### src/rtl/rob_pkg.sv
// Shared types for the ROB tag scheduler: slot states, AXI resp codes, and
// the resp severity merge used while accumulating a burst.
package rob_pkg;

  typedef enum logic [1:0] {
    TAG_FREE    = 2'd0,
    TAG_PENDING = 2'd1,
    TAG_DONE    = 2'd2
  } tag_state_e;

  localparam logic [1:0] RESP_OKAY   = 2'd0;
  localparam logic [1:0] RESP_EXOKAY = 2'd1;
  localparam logic [1:0] RESP_SLVERR = 2'd2;
  localparam logic [1:0] RESP_DECERR = 2'd3;

  // Severity order DECERR > SLVERR > EXOKAY > OKAY.
  function automatic logic [1:0] resp_max(input logic [1:0] a, input logic [1:0] b);
    if (a == RESP_DECERR || b == RESP_DECERR) return RESP_DECERR;
    if (a == RESP_SLVERR || b == RESP_SLVERR) return RESP_SLVERR;
    if (a == RESP_EXOKAY || b == RESP_EXOKAY) return RESP_EXOKAY;
    return RESP_OKAY;
  endfunction

endpackage

### src/rtl/rob_tag_scheduler.sv
// Tag allocator/tracker for AXI reads; retires completed tags in allocation order.
// Last beat -> retire_valid after 2 cycles; retire outputs hold while !retire_ready.
module rob_tag_scheduler
  import rob_pkg::*;
#(
  parameter int ID_WIDTH   = 4,
  parameter int TAG_WIDTH  = 4,
  parameter int RESP_WIDTH = 2
) (
  input  logic                  clk,
  input  logic                  rst,
  input  logic                  alloc_req,
  input  logic [ID_WIDTH-1:0]   alloc_id,
  output logic                  alloc_gnt,
  output logic [TAG_WIDTH-1:0]  alloc_tag,
  input  logic                  cmpl_valid,
  input  logic                  cmpl_last,
  input  logic [TAG_WIDTH-1:0]  cmpl_tag,
  input  logic [RESP_WIDTH-1:0] cmpl_resp,
  output logic                  retire_valid,
  input  logic                  retire_ready,
  output logic [TAG_WIDTH-1:0]  retire_tag,
  output logic [ID_WIDTH-1:0]   retire_id,
  output logic [RESP_WIDTH-1:0] retire_resp,
  output logic [TAG_WIDTH:0]    outstanding,
  output logic                  full,
  output logic                  empty,
  output logic                  err_unexpected
);

  localparam int NUM_TAGS = 1 << TAG_WIDTH;
  localparam int PTR_W    = TAG_WIDTH + 1;

  logic [PTR_W-1:0]      head_q, head_d;
  logic [PTR_W-1:0]      tail_q, tail_d;
  tag_state_e            slot_state_q [NUM_TAGS];
  tag_state_e            slot_state_d [NUM_TAGS];
  logic [ID_WIDTH-1:0]   slot_id_q    [NUM_TAGS];
  logic [ID_WIDTH-1:0]   slot_id_d    [NUM_TAGS];
  logic [RESP_WIDTH-1:0] slot_resp_q  [NUM_TAGS];
  logic [RESP_WIDTH-1:0] slot_resp_d  [NUM_TAGS];

  logic                  retire_valid_q, retire_valid_d;
  logic [TAG_WIDTH-1:0]  retire_tag_q, retire_tag_d;
  logic [ID_WIDTH-1:0]   retire_id_q, retire_id_d;
  logic [RESP_WIDTH-1:0] retire_resp_q, retire_resp_d;
  logic                  err_q, err_d;

  logic [TAG_WIDTH-1:0]  head_idx;
  logic [TAG_WIDTH-1:0]  tail_idx;
  logic [PTR_W-1:0]      count;
  logic                  full_w;
  logic                  grant;
  logic                  load;

  assign head_idx = head_q[TAG_WIDTH-1:0];
  assign tail_idx = tail_q[TAG_WIDTH-1:0];
  assign count    = tail_q - head_q;
  assign full_w   = (count == PTR_W'(NUM_TAGS));
  // Grant sees only registered occupancy; a same-cycle retire frees space next cycle.
  assign grant    = alloc_req && !full_w;
  assign load     = (slot_state_q[head_idx] == TAG_DONE) && (!retire_valid_q || retire_ready);

  always_comb begin
    head_d         = head_q;
    tail_d         = tail_q;
    slot_state_d   = slot_state_q;
    slot_id_d      = slot_id_q;
    slot_resp_d    = slot_resp_q;
    retire_valid_d = retire_valid_q;
    retire_tag_d   = retire_tag_q;
    retire_id_d    = retire_id_q;
    retire_resp_d  = retire_resp_q;
    err_d          = err_q;

    if (cmpl_valid) begin
      if (slot_state_q[cmpl_tag] == TAG_PENDING) begin
        slot_resp_d[cmpl_tag] = resp_max(slot_resp_q[cmpl_tag], cmpl_resp);
        if (cmpl_last) begin
          slot_state_d[cmpl_tag] = TAG_DONE;
        end
      end else begin
        err_d = 1'b1;
      end
    end

    if (load) begin
      retire_valid_d         = 1'b1;
      retire_tag_d           = head_idx;
      retire_id_d            = slot_id_q[head_idx];
      retire_resp_d          = slot_resp_q[head_idx];
      slot_state_d[head_idx] = TAG_FREE;
      head_d                 = head_q + PTR_W'(1);
    end else if (retire_valid_q && retire_ready) begin
      retire_valid_d = 1'b0;
    end

    // The tail slot is FREE whenever a grant is possible, so it never collides
    // with the head slot being retired.
    if (grant) begin
      slot_state_d[tail_idx] = TAG_PENDING;
      slot_id_d[tail_idx]    = alloc_id;
      slot_resp_d[tail_idx]  = RESP_OKAY;
      tail_d                 = tail_q + PTR_W'(1);
    end
  end

  always_ff @(posedge clk or negedge rst) begin
    if (!rst) begin
      head_q         <= '0;
      tail_q         <= '0;
      retire_valid_q <= 1'b0;
      retire_tag_q   <= '0;
      retire_id_q    <= '0;
      retire_resp_q  <= '0;
      err_q          <= 1'b0;
      for (int i = 0; i < NUM_TAGS; i++) begin
        slot_state_q[i] <= TAG_FREE;
        slot_id_q[i]    <= '0;
        slot_resp_q[i]  <= '0;
      end
    end else begin
      head_q         <= head_d;
      tail_q         <= tail_d;
      retire_valid_q <= retire_valid_d;
      retire_tag_q   <= retire_tag_d;
      retire_id_q    <= retire_id_d;
      retire_resp_q  <= retire_resp_d;
      err_q          <= err_d;
      slot_state_q   <= slot_state_d;
      slot_id_q      <= slot_id_d;
      slot_resp_q    <= slot_resp_d;
    end
  end

  assign alloc_gnt      = grant;
  assign alloc_tag      = tail_idx;
  assign retire_valid   = retire_valid_q;
  assign retire_tag     = retire_tag_q;
  assign retire_id      = retire_id_q;
  assign retire_resp    = retire_resp_q;
  assign outstanding    = count;
  assign full           = full_w;
  assign empty          = (count == '0);
  assign err_unexpected = err_q;

  a_retire_hold : assert property (@(posedge clk) disable iff (!rst)
    (retire_valid_q && !retire_ready) |=> (retire_valid_q && $stable(retire_tag_q)
      && $stable(retire_id_q) && $stable(retire_resp_q)));

  a_count_bound : assert property (@(posedge clk) disable iff (!rst)
    count <= PTR_W'(NUM_TAGS));

endmodule

### config.mk
export PLATFORM = sky130hd
export DESIGN_NAME = rob_tag_scheduler
export DESIGN_NICKNAME = d
export VERILOG_FILES = /design/src/rtl/rob_pkg.sv /design/src/rtl/rob_tag_scheduler.sv
export SDC_FILE = /design/constraint.sdc
export NUM_CORES = 1
export LEC_CHECK = 0
export CORE_UTILIZATION = 45
export DETAILED_ROUTE_END_ITERATION = 10
export SLEW_MARGIN = 40
export SYNTH_ARGS = -nofsm -noshare
export SYNTH_HDL_FRONTEND = slang
export SYNTH_SLANG_ARGS = --single-unit
### constraint.sdc
create_clock -name clk -period 3.9 [get_ports clk]
set_input_delay 0.585 -clock clk [delete_from_list [all_inputs] [get_ports clk]]
set_output_delay 0.585 -clock clk [all_outputs]
set_load 0.05 [all_outputs]
Word-level counts from Yosys, hierarchy flattened
Index checks and enable logic that the tools add are counted.
- input bits: 16
- output and inout bits: 24
- bits in registers: 150
- logic and storage cells: 157
- eq/ne operators: 9
- reductions and logical operators: 15
- $add $sub $neg: 3
- bitwise gates (word level): 14
- multiplexer cells: 55
- magnitude comparators: 6
- operators with widths (kind ; number):
    $mux W32 ; 8
    $and A32 B32 Y32 ; 2
    $bwmux W64 ; 1
    $not A32 Y32 ; 2
    $mux W2 ; 19
    $and A16 B16 Y16 ; 2
    $bmux W2 S4 ; 4
    $bwmux W32 ; 1
    $not A16 Y16 ; 2
    $or A16 B16 Y16 ; 2
    $demux W2 S4 ; 3
    $bmux W4 S4 ; 1
    $demux W4 S4 ; 1
    $ge A5 B5 Y1 const B ; 3
    $lt A5 B1 Y1 const B ; 3
    $not A4 Y5 ; 3
    $mux W1 ; 14
    $mux W4 ; 3
    $add A5 B1 Y5 const B ; 2
    $eq A2 B2 Y1 const B ; 5
    $eq A2 B1 Y1 const B ; 3
    $logic_and A1 B1 Y1 ; 6
    $eq A5 B5 Y1 const B ; 1
    $logic_not A5 Y1 ; 1
    6 further kinds ; 10

Longest topological paths before layout
- word-level depth: 26
- depth in mapped cells: 13
- mapped depth without buffers: 10

Least setup slack after synthesis
OpenSTA, ideal clock, no wires.
- kind: reg2out
- from: register head_q[1]
- to: output port alloc_gnt
- setup slack: -0.537 ns
- data required time: 3.315 ns
- cell stages (with the launch flop): 12
- path buffers: 5
- data arrival time: 3.852 ns
- path through: dfrtp_1 > buf_2 > buf_2 > buf_2 > buf_1 > inv_1 > fa_1 > nand3b_1 > a211o_1 > a211oi_4 > nor2b_1 > clkbuf_1
- cells in the longest elaborated chain, start to end: 4
- RTL lines (item ; RTL line ; RTL):
    start: declaration ; rob_tag_scheduler.sv:34 ; logic [PTR_W-1:0] head_q, head_d;
    start signal: assignment ; rob_tag_scheduler.sv:110 ; head_q <= '0;
    start signal: assignment ; rob_tag_scheduler.sv:123 ; head_q <= head_d;
    $sub A5 B5 Y5 ; rob_tag_scheduler.sv:58 ; assign count = tail_q - head_q;
    named net outstanding[1] ; rob_tag_scheduler.sv:25 ; output logic [TAG_WIDTH:0] outstanding,
    $eq A5 B5 Y1 ; rob_tag_scheduler.sv:59 ; assign full_w = (count == PTR_W'(NUM_TAGS));
    named net full ; rob_tag_scheduler.sv:26 ; output logic full,
    $logic_not A1 Y1 ; rob_tag_scheduler.sv:61 ; assign grant = alloc_req && !full_w;
    $logic_and A1 B1 Y1 ; rob_tag_scheduler.sv:61 ;
    end: declaration ; rob_tag_scheduler.sv:14 ; output logic alloc_gnt,
The timed path passes the listed nets, and every way through them passes these cells.

Worst setup path in the final report
- from: register tail_q[0]
- to: output port alloc_gnt
- cells in the longest elaborated chain, start to end: 4
- RTL lines (item ; RTL line ; RTL):
    start: declaration ; rob_tag_scheduler.sv:35 ; logic [PTR_W-1:0] tail_q, tail_d;
    start signal: assignment ; rob_tag_scheduler.sv:124 ; tail_q <= tail_d;
    $sub A5 B5 Y5 ; rob_tag_scheduler.sv:58 ;
    $eq A5 B5 Y1 ; rob_tag_scheduler.sv:59 ;
    $logic_not A1 Y1 ; rob_tag_scheduler.sv:61 ;
    $logic_and A1 B1 Y1 ; rob_tag_scheduler.sv:61 ;
No other way between the ends.

==> metrics.txt <==
initial core utilization=46.68%; CTS resizes=0; Setup crit start kind=register; Via Count=5722; Sink Count=150; Slew Viols, Final=0; initial antenna violation count=0; post-synth cell types=70; area delta synth->final=14.67%; Via-to-Cell Ratio=6.087; Syn Inst Count=682; first-pass GRT wire length=33720 µm; part of the power in the clock network=20.6%; Routed WL per cell=23.06 µm; setup_tns=0 ns; sequential share of power=33.6%; layout cell share with drive strength beyond 1=20.98%; critical path class=register to output port; Fillers=1503; fin nets=731; Reg clk slew, reported paths=0.06 ns; Die H=136.9 µm; Worst Setup End Kind=output port; register area share after synthesis=45.86%; dpl ws=0.6204 ns; clock skew=0.006914 ns; reg2reg path depth=8; most frequent cells in the layout=dfrtp_1, nand2_1, mux2_1, mux4_2, nor2_1; Rows=48; Int Pwr=4.951 mW; FFs w/ async S/R, synth=100.0%; Synth area leaders=dfrtp_1, mux4_2, mux2_1; GPL Wtd Cong=0.8689; Min-Delay Path Class=input pin to asynchronous set/reset pin; H-Tree Level Count=4; Post-CTS Setup Bufs=0; slew margin rel.=51.59%; synthesized area=8185 µm²; most common cell after layout, fill and taps aside=dfrtp_1; share of the synthesized area in the top cell type=45.86%; status=finished clean; Leak Pwr=3.948 nW; Avg Cell Area, Syn=12.00 µm²; Sw Pwr=3.266 mW; die area=18730 µm²; Net Sw Frac=39.75%; total grt overflow=0; Core Box Area=17540 µm²; maximum clock rate=281.8 MHz; Critical Path Fanout Max=6; root buffer cell=clkbuf_16; RSZ-0062 raised after global routing=false; cts hold-fix bufs=0; dpl hpwl=14400 µm; final WL=21670 µm; fin cells=940; Final Util=53.52%; Comb pwr share=45.8%; # IOs=40; WP data arrival=2.96 ns; Die X=136.9 µm; 1st-pass router iterations=5; largest net degree at the start of global routing=98; leading area contributor after synthesis=dfrtp_1; Min Clock Period, post-route=3.548 ns; GRT Total Usage=25.00%; final worst-path setup slack=0.3517 ns; clk buf depth=2; drt initial violations=436; maximum vdd ir drop=0.5827 mV; latest clock arrival within the worst-skew pair=0.43 ns; Post-Syn Nets=711; Worst R2R Start=head_q[3]$_DFFE_PN0N_; DRC viols=0; Primary FF master, synth=dfrtp_1; Final setup viols=0; flops & latches, synth=150; Tightest Pin Transition=0.7254 ns; maxcap violations=0; CP Launch Point=tail_q[0]$_DFFE_PN0P_; post-placement cell count=907; Warnings, synthesis=0; CTS tree=built; pwr/cell area=875.5 nW/µm²; antenna cell count=0; CP required=3.31 ns; vias in the first global route=5830; IO buf count=39; Fin. Hold Viols=0; EDFF count, synth=0; DRT antenna net count=0; TritonCTS buffer count=17; Tcrit/Tclk final=90.98%; Pwr Total=8.218 mW
==> critical path, cell delays in order, from the launching register on <==
cell and delay, ns:
dfrtp_1 0.42, inv_1 0.13, ha_1 0.23, inv_1 0.08
fa_2 0.45, nand3b_1 0.17, a211o_1 0.32, a211oi_4 0.32
nor2b_1 0.17, buf_4 0.22
==> kinds of logic (layout without fill, tap and decap cells) <==
group | Yosys count | after routing | synth area share, %
adder cells (fa/ha/maj) | 13 | 13 | 2.079
flip-flops | 150 | 150 | 45.86
multiplexers | 135 | 135 | 24.04
AND/OR/NAND/NOR | 194 | 194 | 13.04
XOR/XNOR | 10 | 10 | 1.070
AO/OA/AOI/OAI | 100 | 100 | 9.324
buffers and inverters | 80 | 113 | 4.586
==> per-layer routing <==
metal / GRT usage [%] / routed length, µm / up-vias / share of wire [%]
met5: 0 / 0 / - / 0
met4: 7.875 / 399 / 0 / 1.8
met3: 5.222 / 1051 / 35 / 4.8
met2: 40.16 / 10640 / 168 / 49
met1: 33.93 / 9580 / 2963 / 44
li1: - / - / 2556 / -
==> power groups by stage <==
stage	combinational [mW]	sequential [mW]	clock (mW)
2_1_floorplan	2.72	2.76	0
3_3_place_gp	3.66	2.73	0
3_5_place_dp	3.76	2.77	0
4_1_cts	3.77	2.75	1.72
5_1_grt	4.05	2.85	1.79
6_report	3.76	2.76	1.69
==> synth_stat cells (4+ instances only) <==
| cell type | number |
|---|---|
| nand4_1 | 4 |
| dfrtp_1 | 150 |
| nor2b_1 | 6 |
| nor3_1 | 8 |
| nor2_1 | 35 |
| buf_6 | 4 |
| nand3_1 | 28 |
| buf_2 | 21 |
| a21oi_1 | 30 |
| inv_1 | 23 |
| and3_1 | 13 |
| clkbuf_1 | 18 |
| nand2b_1 | 13 |
| buf_4 | 5 |
| and2_1 | 6 |
| mux2i_1 | 20 |
| a211oi_1 | 4 |
| mux4_2 | 38 |
| o32ai_1 | 5 |
| o21ai_0 | 11 |
| nand2_1 | 51 |
| ha_1 | 12 |
| a221oi_1 | 7 |
| a31o_2 | 10 |
| a21o_1 | 5 |
| xor2_1 | 4 |
| xnor2_1 | 6 |
| mux2_1 | 51 |
| mux2_2 | 23 |
| buf_1 | 7 |
==> through the flow <==
stage	hold slack (ns)	instance area [µm²]
after floorplan	0.2894	8210
after global placement	0.4408	8731
after detailed placement	0.4541	8741
after CTS	0.2194	9346
after global routing	0.02296	9387
final	0.02048	9387
==> path summary, 6_finish.rpt <==
check	slack, ns	endpoint
worst max register to register	0.65	slot_id_q[11]$_DFFE_PN0P_
worst min-delay path	0.02	slot_resp_q[13]$_DFF_PN0_
worst max-delay path	0.35	alloc_gnt
max in group asynchronous	3.26	head_q[0]$_DFFE_PN0N_
worst min register to register	0.46	err_unexpected$_DFFE_PN0P_
min in group clk	0.46	err_unexpected$_DFFE_PN0P_
==> registers in the layout, indices dropped and copies added, names as in the netlist <==
register,flops
retire_resp,2
slot_state_q,32
head_q,5
tail_q,5
retire_valid,1
retire_tag,4
slot_resp_q,32
retire_id,4
err_unexpected,1
slot_id_q,64
==> final cells by class <==
type	count	area, µm²	area share, %
multi-input cells	452	4085	43.52
well taps	225	281.5	2.999
flip-flops and latches	150	3755	40.00
repair buffers	56	565.5	6.025
clock inverters	12	138.9	1.480
clock buffers	20	466.7	4.972
inverters	25	93.84	0.9997
(Power assumes the default switching activity.)
